===== config.mk =====
export PLATFORM = sky130hd
export DESIGN_NAME = regfile_wen_arbiter
export DESIGN_NICKNAME = d
export VERILOG_FILES = /design/src/rtl/regfile_wen_arbiter.sv
export SDC_FILE = /design/constraint.sdc
export NUM_CORES = 1
export LEC_CHECK = 0
export ABC_AREA = 1
export CAP_MARGIN = 10
export CORE_UTILIZATION = 39
export CTS_CLUSTER_DIAMETER = 200
export CTS_CLUSTER_SIZE = 20
export DETAILED_ROUTE_END_ITERATION = 6
export PLACE_DENSITY_LB_ADDON = 0.15
export SKIP_CTS_REPAIR_TIMING = 1
export SYNTH_ARGS = -nofsm -noshare
export SYNTH_HDL_FRONTEND = slang
export SYNTH_SLANG_ARGS = --single-unit

===== constraint.sdc =====
create_clock -name clk -period 2.05 [get_ports clk]
set_input_delay 0.3075 -clock clk [delete_from_list [all_inputs] [get_ports clk]]
set_output_delay 0.3075 -clock clk [all_outputs]
set_load 0.02 [all_outputs]

===== src/rtl/regfile_wen_arbiter.sv =====
// regfile_wen_arbiter
// Arbitrates CPU and DMA register-file write requests, decodes the winning
// index into a registered one-hot write enable, applies a per-register
// write-protect mask and records illegal writes in a sticky error flag.
//
// Handshake: a requester raises req with a stable addr and holds both until
// the cycle its gnt is high; that cycle consumes the request, so a req seen
// while its own gnt is high is ignored and never issued twice.
module regfile_wen_arbiter #(
   parameter int ADDR_W   = 5,
   parameter int N_REGS   = 32,
   parameter bit DMA_PRIO = 1'b0
) (
   input  logic              clk,
   input  logic              rst,
   input  logic              cpu_req,
   input  logic [ADDR_W-1:0] cpu_addr,
   output logic              cpu_gnt,
   input  logic              dma_req,
   input  logic [ADDR_W-1:0] dma_addr,
   output logic              dma_gnt,
   input  logic [N_REGS-1:0] wp_mask,
   output logic [N_REGS-1:0] wen,
   output logic              wen_valid,
   output logic              wen_src,
   output logic              err,
   output logic [ADDR_W-1:0] err_addr,
   input  logic              err_clr
);

   logic              cpu_elig;
   logic              dma_elig;
   logic              any_elig;
   logic              win_dma;
   logic              win_legal;
   logic              illegal;
   logic [ADDR_W-1:0] win_addr;
   logic [N_REGS-1:0] dec;
   // 1 = DMA won the most recent grant; resets to DMA so the CPU wins first.
   logic              last_dma;

   // Eligibility and winner selection for this decision cycle.
   always_comb begin
      cpu_elig = cpu_req & ~cpu_gnt;
      dma_elig = dma_req & ~dma_gnt;
      any_elig = cpu_elig | dma_elig;
      if (cpu_elig && dma_elig) begin
         win_dma = DMA_PRIO ? 1'b1 : ~last_dma;
      end else begin
         win_dma = dma_elig;
      end
      win_addr = win_dma ? dma_addr : cpu_addr;
   end

   // One-hot decode; indices at or above N_REGS never match, so they are illegal.
   always_comb begin
      dec       = '0;
      win_legal = 1'b0;
      for (int i = 0; i < N_REGS; i++) begin
         if ((win_addr == ADDR_W'(i)) && !wp_mask[i]) begin
            dec[i]    = 1'b1;
            win_legal = 1'b1;
         end
      end
      illegal = any_elig & ~win_legal;
   end

   // Registered issue: grants, write enable and arbitration history.
   always_ff @(posedge clk or posedge rst) begin
      if (rst) begin
         cpu_gnt   <= 1'b0;
         dma_gnt   <= 1'b0;
         wen       <= '0;
         wen_valid <= 1'b0;
         wen_src   <= 1'b0;
         last_dma  <= 1'b1;
      end else begin
         cpu_gnt   <= any_elig & ~win_dma;
         dma_gnt   <= any_elig & win_dma;
         wen       <= any_elig ? dec : '0;
         wen_valid <= any_elig & win_legal;
         if (any_elig) begin
            wen_src  <= win_dma;
            last_dma <= win_dma;
         end
      end
   end

   // Sticky error; a new illegal write takes precedence over a clear.
   always_ff @(posedge clk or posedge rst) begin
      if (rst) begin
         err      <= 1'b0;
         err_addr <= '0;
      end else if (illegal) begin
         err <= 1'b1;
         if (!err || err_clr) begin
            err_addr <= win_addr;
         end
      end else if (err_clr) begin
         err      <= 1'b0;
         err_addr <= '0;
      end
   end

endmodule


# Word level (Yosys, flattened, before mapping)
# Index checks and enable logic that the tools add are counted.
# classes
addsub	0
mul	0
div	0
n_lt_le_gt_ge	0
eq_ne	32
shifts	0
n_mux	71
n_bitwise	12
reduce_logical	70
# ops
cell	n
$eq 5x5->1 const B	16
$mux 1	66
$eq 5x4->1 const B	8
$logic_and 1x1->1	33
$logic_not 1->1	33
$mux 32	1
$eq 5x3->1 const B	4
$mux 5	4
$eq 5x2->1 const B	2
$and 1x1->1	6
$eq 5x1->1 const B	1
$logic_not 5->1	1
$not 1->1	5
$ne 2x1->1 const B	1
$reduce_and 2->1	1
$reduce_bool 2->1	1
$logic_or 1x1->1	1
$or 1x1->1	1
# totals
regBits	43
latchBits	0
ram_bits	0
romBits	0
in_bits	47
out_inout_bits	42
wordCells	193
mem_count	0

# Longest topological paths before layout
# Gate-level depths: netlist (run 1).
# logic_depth
word_depth	43
ltp_mapped	17
ltp_nobuf	16

# Worst setup path after synthesis (run 1)
# OpenSTA, ideal clock, no wires.
# synth_path
kind	reg-to-reg
start	register cpu_gnt
end	register err_addr[0]
t_arrival_ns	1.848
slack_ns	0.084
stages_incl_launch_ff	16
synth_period_minus_slack_ns	1.966
path_cell_list	dfrtp_1 > inv_1 > nand3_2 > buf_6 > nand3_2 > nand2_2 > buf_4 > nor2_1 > nand2_1 > nand2_1 > nor2_4 > nand2_4 > nor2_8 > nand4_2 > nand3_1 > nand2_1
# synth_via
elab_chain_cells	43
# synth_lines
element	line	rtl
from (decl)	18	output logic cpu_gnt,
from (signal assigned)	78	cpu_gnt <= any_elig & ~win_dma;
$not 1->1 *	44	cpu_elig = cpu_req & ~cpu_gnt;
$and 1x1->1 *	44	
$logic_and 1x1->1	47	if (cpu_elig && dma_elig) begin
$mux 1	47	
$mux 5	52	win_addr = win_dma ? dma_addr : cpu_addr;
$logic_not 5->1	60	if ((win_addr == ADDR_W'(i)) && !wp_mask[i]) begin
$logic_and 1x1->1	60	
$mux 1 (32 in series)	60	
$not 1->1	65	illegal = any_elig & ~win_legal;
$and 1x1->1	65	
$ne 2x1->1 (no line) / $reduce_bool 2->1 (equally long branches)	n/a	
$reduce_and 2->1 (no line)	n/a	
to (signal assigned)	97	err_addr <= win_addr;
to (decl)	27	output logic [ADDR_W-1:0] err_addr,
# Mark *: on every way between the ends. The rest lies on a longest branch, timed or not. The select of a mux whose other input is x is not followed.
# A chain may end at the register's enable or synchronous reset.

# Worst setup path after layout (run 1)
# layout_path
start	register dma_gnt
end	register err_addr[0]
# layout_via
elab_chain_cells	43
# layout_lines
element	line	rtl
from (decl)	21	output logic dma_gnt,
from (signal assigned)	79	dma_gnt <= any_elig & win_dma;
$not 1->1 *	45	dma_elig = dma_req & ~dma_gnt;
$and 1x1->1 *	45	
$logic_and 1x1->1	47	
$mux 1	47	
$mux 5	52	
$logic_not 5->1	60	
$logic_and 1x1->1	60	
$mux 1 (32 in series)	60	
$not 1->1	65	
$and 1x1->1	65	
$ne 2x1->1 (no line) / $reduce_bool 2->1 (equally long branches)	n/a	
$reduce_and 2->1 (no line)	n/a	
# Marked as above.

==> results of run 1 <==
-- synth_stat cells --
cell type and instances:
sky130_fd_sc_hd__nor2_2 2, sky130_fd_sc_hd__nand3b_1 3, sky130_fd_sc_hd__buf_6 3, sky130_fd_sc_hd__nand4_2 1
sky130_fd_sc_hd__nor2_1 86, sky130_fd_sc_hd__nand3_1 21, sky130_fd_sc_hd__dfstp_2 1, sky130_fd_sc_hd__clkbuf_1 3
sky130_fd_sc_hd__nand3_2 3, sky130_fd_sc_hd__inv_2 1, sky130_fd_sc_hd__o21ai_0 1, sky130_fd_sc_hd__dfrtp_1 42
sky130_fd_sc_hd__buf_4 1, sky130_fd_sc_hd__inv_1 15, sky130_fd_sc_hd__nor2_8 1, sky130_fd_sc_hd__nor2_4 4
sky130_fd_sc_hd__nand3_4 1, sky130_fd_sc_hd__nand2_2 18, sky130_fd_sc_hd__nand2_4 12, sky130_fd_sc_hd__clkinv_1 1
sky130_fd_sc_hd__clkinv_2 1, sky130_fd_sc_hd__nand2_1 56, sky130_fd_sc_hd__buf_2 1, sky130_fd_sc_hd__a21oi_1 1
-- layer usage --
layer | vias to the layer above | share of wire, % | global-route usage (%)
li1 | 1133 | - | -
met1 | 1022 | 45 | 27.51
met2 | 69 | 48 | 34.21
met3 | 12 | 4.8 | 4.070
met4 | 0 | 1.8 | 6.111
met5 | - | 0 | 0
-- cell families (layout without fill, tap and decap cells) --
family          Yosys count  in the layout
compound gates            2              2
buf+inv                  26            166
flops                    43             43
simple gates            208            208
-- area by class of cell --
class,instances,area (um2)
Fill cell,459,1647
Clock buffer,6,72.57
Inverter,18,70.07
Timing Repair Buffer,140,1349
Tap cell,72,90.09
Sequential cell,43,1077
Clock inverter,2,60.06
Multi-Input combinational cell,210,1175
-- worst max-delay path by stage --
stage	slack, ps	end	startpoint
2_1_floorplan	80	err_addr[0]$_DFFE_PP0P_	cpu_gnt$_DFF_PP0_
3_3_place_gp	-450	err_addr[0]$_DFFE_PP0P_	dma_req
3_5_place_dp	-450	err_addr[3]$_DFFE_PP0P_	dma_req
4_1_cts	-160	err_addr[3]$_DFFE_PP0P_	dma_req
5_1_grt	-280	err_addr[3]$_DFFE_PP0P_	last_dma$_DFFE_PP1P_
6_report	-120	err_addr[0]$_DFFE_PP0P_	dma_gnt$_DFF_PP0_
-- where the power goes --
| part | switching, W | internal (W) | total [W] |
|---|---|---|---|
| Clock | 0.000280 | 0.000487 | 0.000767 |
| Combinational | 0.000652 | 0.000537 | 0.00119 |
| Sequential | 0.0000560 | 0.000943 | 0.000999 |
-- per-stage QoR --
stage | total power (W) | util (%) | hold slack, ps | setup slack (ps)
2_1_floorplan | 0.001611 | - | 468.3 | 83.79
3_3_place_gp | 0.002084 | 64.54 | 493.4 | -445.5
3_5_place_dp | 0.002091 | 64.54 | 487.8 | -453.5
4_1_cts | 0.002863 | 66.94 | 458.5 | -155.9
5_1_grt | 0.003119 | 70.28 | 480.7 | -283.6
6_report | 0.002955 | 70.28 | 444.2 | -123.8
-- registers in the layout, summed over array words and instances (netlist names) --
register and flops:
cpu_gnt 1, dma_gnt 1, err 1, err_addr 5, last_dma 1, wen 32
wen_src 1, wen_valid 1
-- worst max-delay path, cell delays in order (launching register included) --
cell	delay [ps]
sky130_fd_sc_hd__dfrtp_1	420
sky130_fd_sc_hd__nor2_4	200
sky130_fd_sc_hd__nand2_4	110
sky130_fd_sc_hd__buf_12	150
sky130_fd_sc_hd__nand2_2	70
sky130_fd_sc_hd__nand2_4	90
sky130_fd_sc_hd__nor2_2	230
sky130_fd_sc_hd__nand3_1	170
sky130_fd_sc_hd__nand2_1	100
sky130_fd_sc_hd__nor2_1	50
sky130_fd_sc_hd__nand2_2	110
sky130_fd_sc_hd__nor2_8	50
sky130_fd_sc_hd__nand3_4	100
sky130_fd_sc_hd__nand2_4	80
sky130_fd_sc_hd__nand3_1	70
sky130_fd_sc_hd__nand2_1	60
==> reports/summary.md, run 1 <==
The CTS root buffer is sky130_fd_sc_hd__clkbuf_8. The run gives 4665 um as the half-perimeter wire length of the detailed placement result. Synthesized-area fraction occupied by adder cells: 0%. By area, the combinational part of the netlist is dominated by simple AND/OR/NAND/NOR gates. The die is 78.12 um tall. The library cell used most frequently in the layout, excluding fill and tap cells, is sky130_fd_sc_hd__clkdlybuf4s50_1. The category of the most critical setup path was reg2reg. In the routed layout, each cell is associated on average with a via count of 4.554. Pin placement for this block handled 89 I/O pins. In this run, placement finished with an instance count of 478. Of the available clock period, the critical path in the final layout requires 106.0%. The die covers 6103 um2. The class of the worst hold path is in2async.

The flow ran to the end, but the final reports show violations. TritonCTS built the clock tree. The synthesized netlist devotes 0% of its cell area to XOR and XNOR gates. Yosys printed 0 warnings. Adding up every negative setup slack in the final design gives -578.0 ps. The wire length reported by the detailed router is 6126 um.

Summing all placed instances gives a cell area of 3576 um2. The total power per unit cell area works out to 758.8 nW/um2. The total count of hold-check failures in the final report came out at 0. Yosys attributes the largest share of cell area to sky130_fd_sc_hd__dfrtp_1 (47%), sky130_fd_sc_hd__nor2_1 (14%), sky130_fd_sc_hd__nand2_1 (9.3%). At the worst endpoint, the arrival time is 2360 ps.

The source of the worst register-to-register timing path was dma_gnt$_DFF_PP0_. The starting utilization of the core area is 40.79%. After detailed routing, the average wire length per cell comes to 12.48 um.

For the max-capacitance violation count, the log shows 0. The simple-gate portion of the synthesized area was 46.29%. The initial antenna violation count is 0. The highest net fanout along the worst path was 8.

The total leakage power was 1.935 nW; the post-route worst setup slack was -123.8 ps. Setup repair after global routing could not meet its margin everywhere. The number of nets in the final layout is 465. The x dimension of the die was 78.12 um; the required time of the worst setup path was 2230 ps. The logs give 5540 um2 for the area of the core region and 27 for the number of standard-cell rows in the floorplan.

The checks that failed: negative setup slack. The count of final max-slew check failures was 0. Of the post-synthesis cell area, the part taken by muxes is 0%.

The tools report the total nets after synthesis as 326. The number of global-route vias before repair is 2146. The synthesized design devotes to its leading area cell type 46.51% of total area. STA classifies the critical path endpoint as a flip-flop. The count of buffers added on input and output ports is 88. For the pin with the worst max-slew slack, the measured transition is 525.6 ps. The total overflow left after global routing is 0.

The DRC marker count from the first detailed-route iteration is 114, and the final critical path time including I/O delays and setup is 2174 ps. The slack of the worst reg-to-reg path was -120 ps. The cell count after synthesis is 279.

The clock passes through at most 2 buffers. Number of flip-flops and latches in the synthesized netlist: 43. Leaving out filler cells and counting taps, the final layout contains 491. The clock edge transition at the registers on the reported setup and hold paths is 80 ps, and the antenna diode count is 0.

The insertion delay of the later-clocked pin in the worst-skew pair was 290 ps; the compound-cell area share of the yosys netlist was 0.4430%. The final route contains 2236 vias. In the layout the commonest cells are sky130_fd_sc_hd__clkdlybuf4s50_1 (87), sky130_fd_sc_hd__nor2_1 (75), sky130_fd_sc_hd__nand2_1 (50). The worst pin sits at a relative slew slack of 64.96%. Relative to the synthesized area, the layout overhead comes to 72.31%.

Based on the critical path, the design can be clocked at up to 460.0 MHz. After routing the design area is 3894 um2. The first-pass GRT wire length is 9860 um. For the final database, setup skew stands at 6.827 ps. Counting cells, the worst reg-to-reg path comes to 15. Yosys mapped the design onto 24 distinct sky130hd cell types. The portion of the post-synthesis area used by sequential elements came out at 47.67%.

The tools report the maximum number of pins on one net before global-route repair as 44. The post-detailed-route DRC marker count was 0. Summed over all instances, the cell type with the most area after synthesis is sky130_fd_sc_hd__dfrtp_1.

Clock tree synthesis inserted a total of 5 buffers. Final antenna-violating net count: 0. The worst-case IR drop observed on VDD is 0.6077 mV. Cells with a size suffix above 1 make up 30.55% of the layout. For this run, the detailed router's first-pass iteration total came to 4. The routability congestion estimate from global placement came out at 0.8782. In this run the number of H-tree levels came out at 2. Setup violations remaining at the end of the flow were counted as 5. STA classifies the critical path startpoint as a flip-flop. The endpoint identified for the worst register-to-register timing path is err_addr[0]$_DFFE_PP0P_.

The post-synthesis area per instance was 8.099 um2. The synthesized netlist occupies a cell area of 2260 um2. The clock net in this run drives a total of 43 sinks.

For the total track usage, the log shows 20.73%.
Note: power is estimated with default switching activity, not from simulation.
==> inputs of run 2 (changes only) <==
CTS_CLUSTER_DIAMETER = 50   (was 200)
==> results of run 2 <==
Same layout as run 1: the final DEF is identical, and so are final timing and power.
==> inputs of run 3 (changes only) <==
CORE_ASPECT_RATIO = 1.25   (was unset)
CORE_UTILIZATION = 56   (was 39)
DONT_BUFFER_PORTS = 1   (was unset)
==> reports/summary.md, run 3 (synthesized netlist as in run 1, its figures left out) <==
In the global route stage, overall resource usage came out at 25.05%. Critical path capture point type: a flip-flop. The register with the most flip-flops in the layout has 32 of them. Traced cell by cell, the critical path runs through nand3_4 -> nand2_4 -> buf_12 -> nand2_2 -> nand2_4 -> nand2_4 -> nor2_2 -> nand2_1 -> nand2_2 -> nor2_4 -> nand2_4 -> nor2_8 -> nand3_4 -> clkinv_2 -> nand3_1 -> nand2_1. In the final layout, the registers with the most flip-flops are wen (32), err_addr (5). Measured in cells, the most critical reg-to-reg path has a length of 16. The logs give 371 for the number of nets in the final layout and 8093 um for the first-pass GRT wire length. The total buffers and inverters traversed by the critical path came out at 2. The required time of the worst setup path was 2240 ps.

For the post-route worst setup slack, the log shows -96.54 ps. By startpoint and endpoint, the worst setup path is classified as reg2reg. Fraction of final layout cells with drive strength greater than 1: 40.62%. The I/O pin count is 89, and the sum of negative setup slack is -515.8 ps. At the end of routability-driven placement, the weighted congestion stood at 0.8028.

The tool flagged a number of max-cap violations equal to 0. For the half-perimeter wire length of the detailed placement result, the log shows 3849 um. For the number of buffers added by the clock tree synthesis step, the log shows 5. Leaving out fill and tap cells, the most frequent cells in the layout are sky130_fd_sc_hd__nor2_1 (72), sky130_fd_sc_hd__nand2_1 (49), sky130_fd_sc_hd__dfrtp_1 (42). The source of the worst register-to-register timing path was last_dma$_DFFE_PP1P_.

The cell family contributing the most delay on the critical path is simple AND/OR/NAND/NOR gates. The wire length reported by the detailed router was 5200 um. The post-detailed-route DRC marker count was 0.

Leaving out fill and tap cells, the most frequent cell in the layout is sky130_fd_sc_hd__nor2_1. The run gives 25 as the number of standard-cell rows in the floorplan. Across the VDD grid, the largest voltage drop is 0.6374 mV.

The final antenna-violating net count is 0, and the placed instance count is 363. Entering global routing, the biggest net connects 44 pins. For this run, the detailed router's first-pass iteration total came to 4. The vias per cell is 4.966. The DRC marker count from the first detailed-route iteration was 67; the number of global-route vias before repair was 1807. The total net switching power is 0.0009524 W, and the highest net fanout along the worst path is 8. The filler cells instantiated in the layout total 287. Combinational cells account for 34.3% of the total power.

In this design, the critical path's most frequently occurring cell is sky130_fd_sc_hd__nand2_4. Kind of start point of the critical path: a flip-flop. The smallest clock period supported by the final layout is computed as 2147 ps.

Registers are responsible for 44.9% of the overall power. Of the total power, the share spent switching nets is 38.66%. The worst pin sits at a relative slew slack of 65.72%.

The area growth from synthesis to final layout is 29.13%, and the clock edge transition at the registers on the reported setup and hold paths is 80 ps. Clock tree synthesis selected as its root buffer the cell sky130_fd_sc_hd__clkbuf_8. The final reports fail on negative setup slack. The x dimension of the die came out at 58.82 um.

Setup violations remaining at the end of the flow were counted as 7. The count of buffers added on input and output ports is 0. The antenna diode count was 0; the actual transition at the worst max-transition pin was 514.2 ps.

TritonCTS built the clock tree. The register with the most flip-flops in the final layout is wen. The run gives 290 ps as the insertion delay of the later-clocked pin in the worst-skew pair.

The logs give 0 for the total count of hold-check failures in the final report and 0 for the count of final max-slew check failures. Internal power comes to 0.001511 W. The clock network is responsible for 20.7% of the overall power. Once layout is complete, the cells apart from fillers number 379. The run finished, with violations left. The worst-case setup slack after placement is -110.9 ps, and the routed wire length per instance is 13.72 um. The post-route fraction of the period consumed by the critical path was 104.7%; the total power per unit cell area was 844.2 nW/um2.

The initial utilization of the core area, before any placement, comes to 59.21%. Initial antenna violation count: 0. For this design, the sink count on the clock tree is 43. The clock tree buffer depth was 2. The die covers 4295 um2.

For this block, the via count after detailed routing is 1882. Setup repair after global routing could not meet its margin everywhere. The floorplan step set the die height to 73.02 um.

Number of H-tree levels: 2. Slack of the worst reg-to-reg path: -100 ps. The path class of the tightest hold or removal check is in2async. On the worst path, the slowest cell contributes a delay of 560 ps. Global routing finished with a remaining overflow of 0.

After floorplanning, the core was sized to cover 3816 um2. The endpoint identified for the worst register-to-register timing path is err_addr[1]$_DFFE_PP0P_. The library cell contributing the largest single delay on the critical path was sky130_fd_sc_hd__dfstp_2. Summing internal, switching and leakage power gives 0.002463 W.

The run gives 1.547 nW as the total leakage power. The post-route clock skew was 2.964 ps; the critical path data arrival time was 2330 ps. The upper clock frequency limit was 465.9 MHz.
-- run 3: changes by cell type in the layout (fill, tap and decap cells not counted), sizes merged --
cell,previous run,this run
inv,17,16
dlymetal6s2s,1,0
bufinv,2,0
clkbuf,7,6
clkdlybuf4s50,87,0
buf,51,46
clkinvlp,0,1
clkinv,1,3
-- run 3: power groups by stage --
stage / combinational (W) / sequential (W) / clock (W)
final: 0.000846 / 0.00111 / 0.000511
after floorplan: 0.000504 / 0.00111 / 0
after detailed placement: 0.000708 / 0.00111 / 0
after global placement: 0.000696 / 0.00111 / 0
after CTS: 0.000711 / 0.00110 / 0.000523
after global routing: 0.000930 / 0.00112 / 0.000570
-- run 3: worst max-delay path by stage --
| stage | from | end | cells past startpoint |
|---|---|---|---|
| 6_report | last_dma$_DFFE_PP1P_ | err_addr[1]$_DFFE_PP0P_ | 16 |
| 5_1_grt | last_dma$_DFFE_PP1P_ | err_addr[4]$_DFFE_PP0P_ | 16 |
| 4_1_cts | last_dma$_DFFE_PP1P_ | err_addr[4]$_DFFE_PP0P_ | 14 |
| 3_5_place_dp | last_dma$_DFFE_PP1P_ | err_addr[0]$_DFFE_PP0P_ | 14 |
| 3_3_place_gp | last_dma$_DFFE_PP1P_ | err_addr[2]$_DFFE_PP0P_ | 14 |
| 2_1_floorplan | cpu_gnt$_DFF_PP0_ | err_addr[0]$_DFFE_PP0P_ | 15 |
-- run 3: stage by stage --
stage | util, % | hold slack, ps | instance area [um2]
4_1_cts | 70.16 | 42.75 | 2678
3_3_place_gp | 67.93 | 347.1 | 2592
2_1_floorplan | - | 468.3 | 2260
3_5_place_dp | 67.93 | 356.7 | 2592
5_1_grt | 76.46 | 68.59 | 2918
6_report | 76.46 | 30.55 | 2918
-- run 3: metal layers --
metal,vias up,global-route usage [%],wire [um]
li1,943,-,-
met1,859,29.84,2007
met2,72,41.92,2671
met3,8,8.688,438
met4,0,7.937,83
met5,-,0,0
-- run 3: layout make-up --
class	instances	area, um2	share of cell area [%]
clock inverters	2	12.51	0.4288
multi-input cells	210	1229	42.11
repair buffers	46	390.4	13.38
well taps	54	67.56	2.316
clock buffers	6	72.57	2.487
flip-flops and latches	43	1077	36.92
inverters	18	68.82	2.358
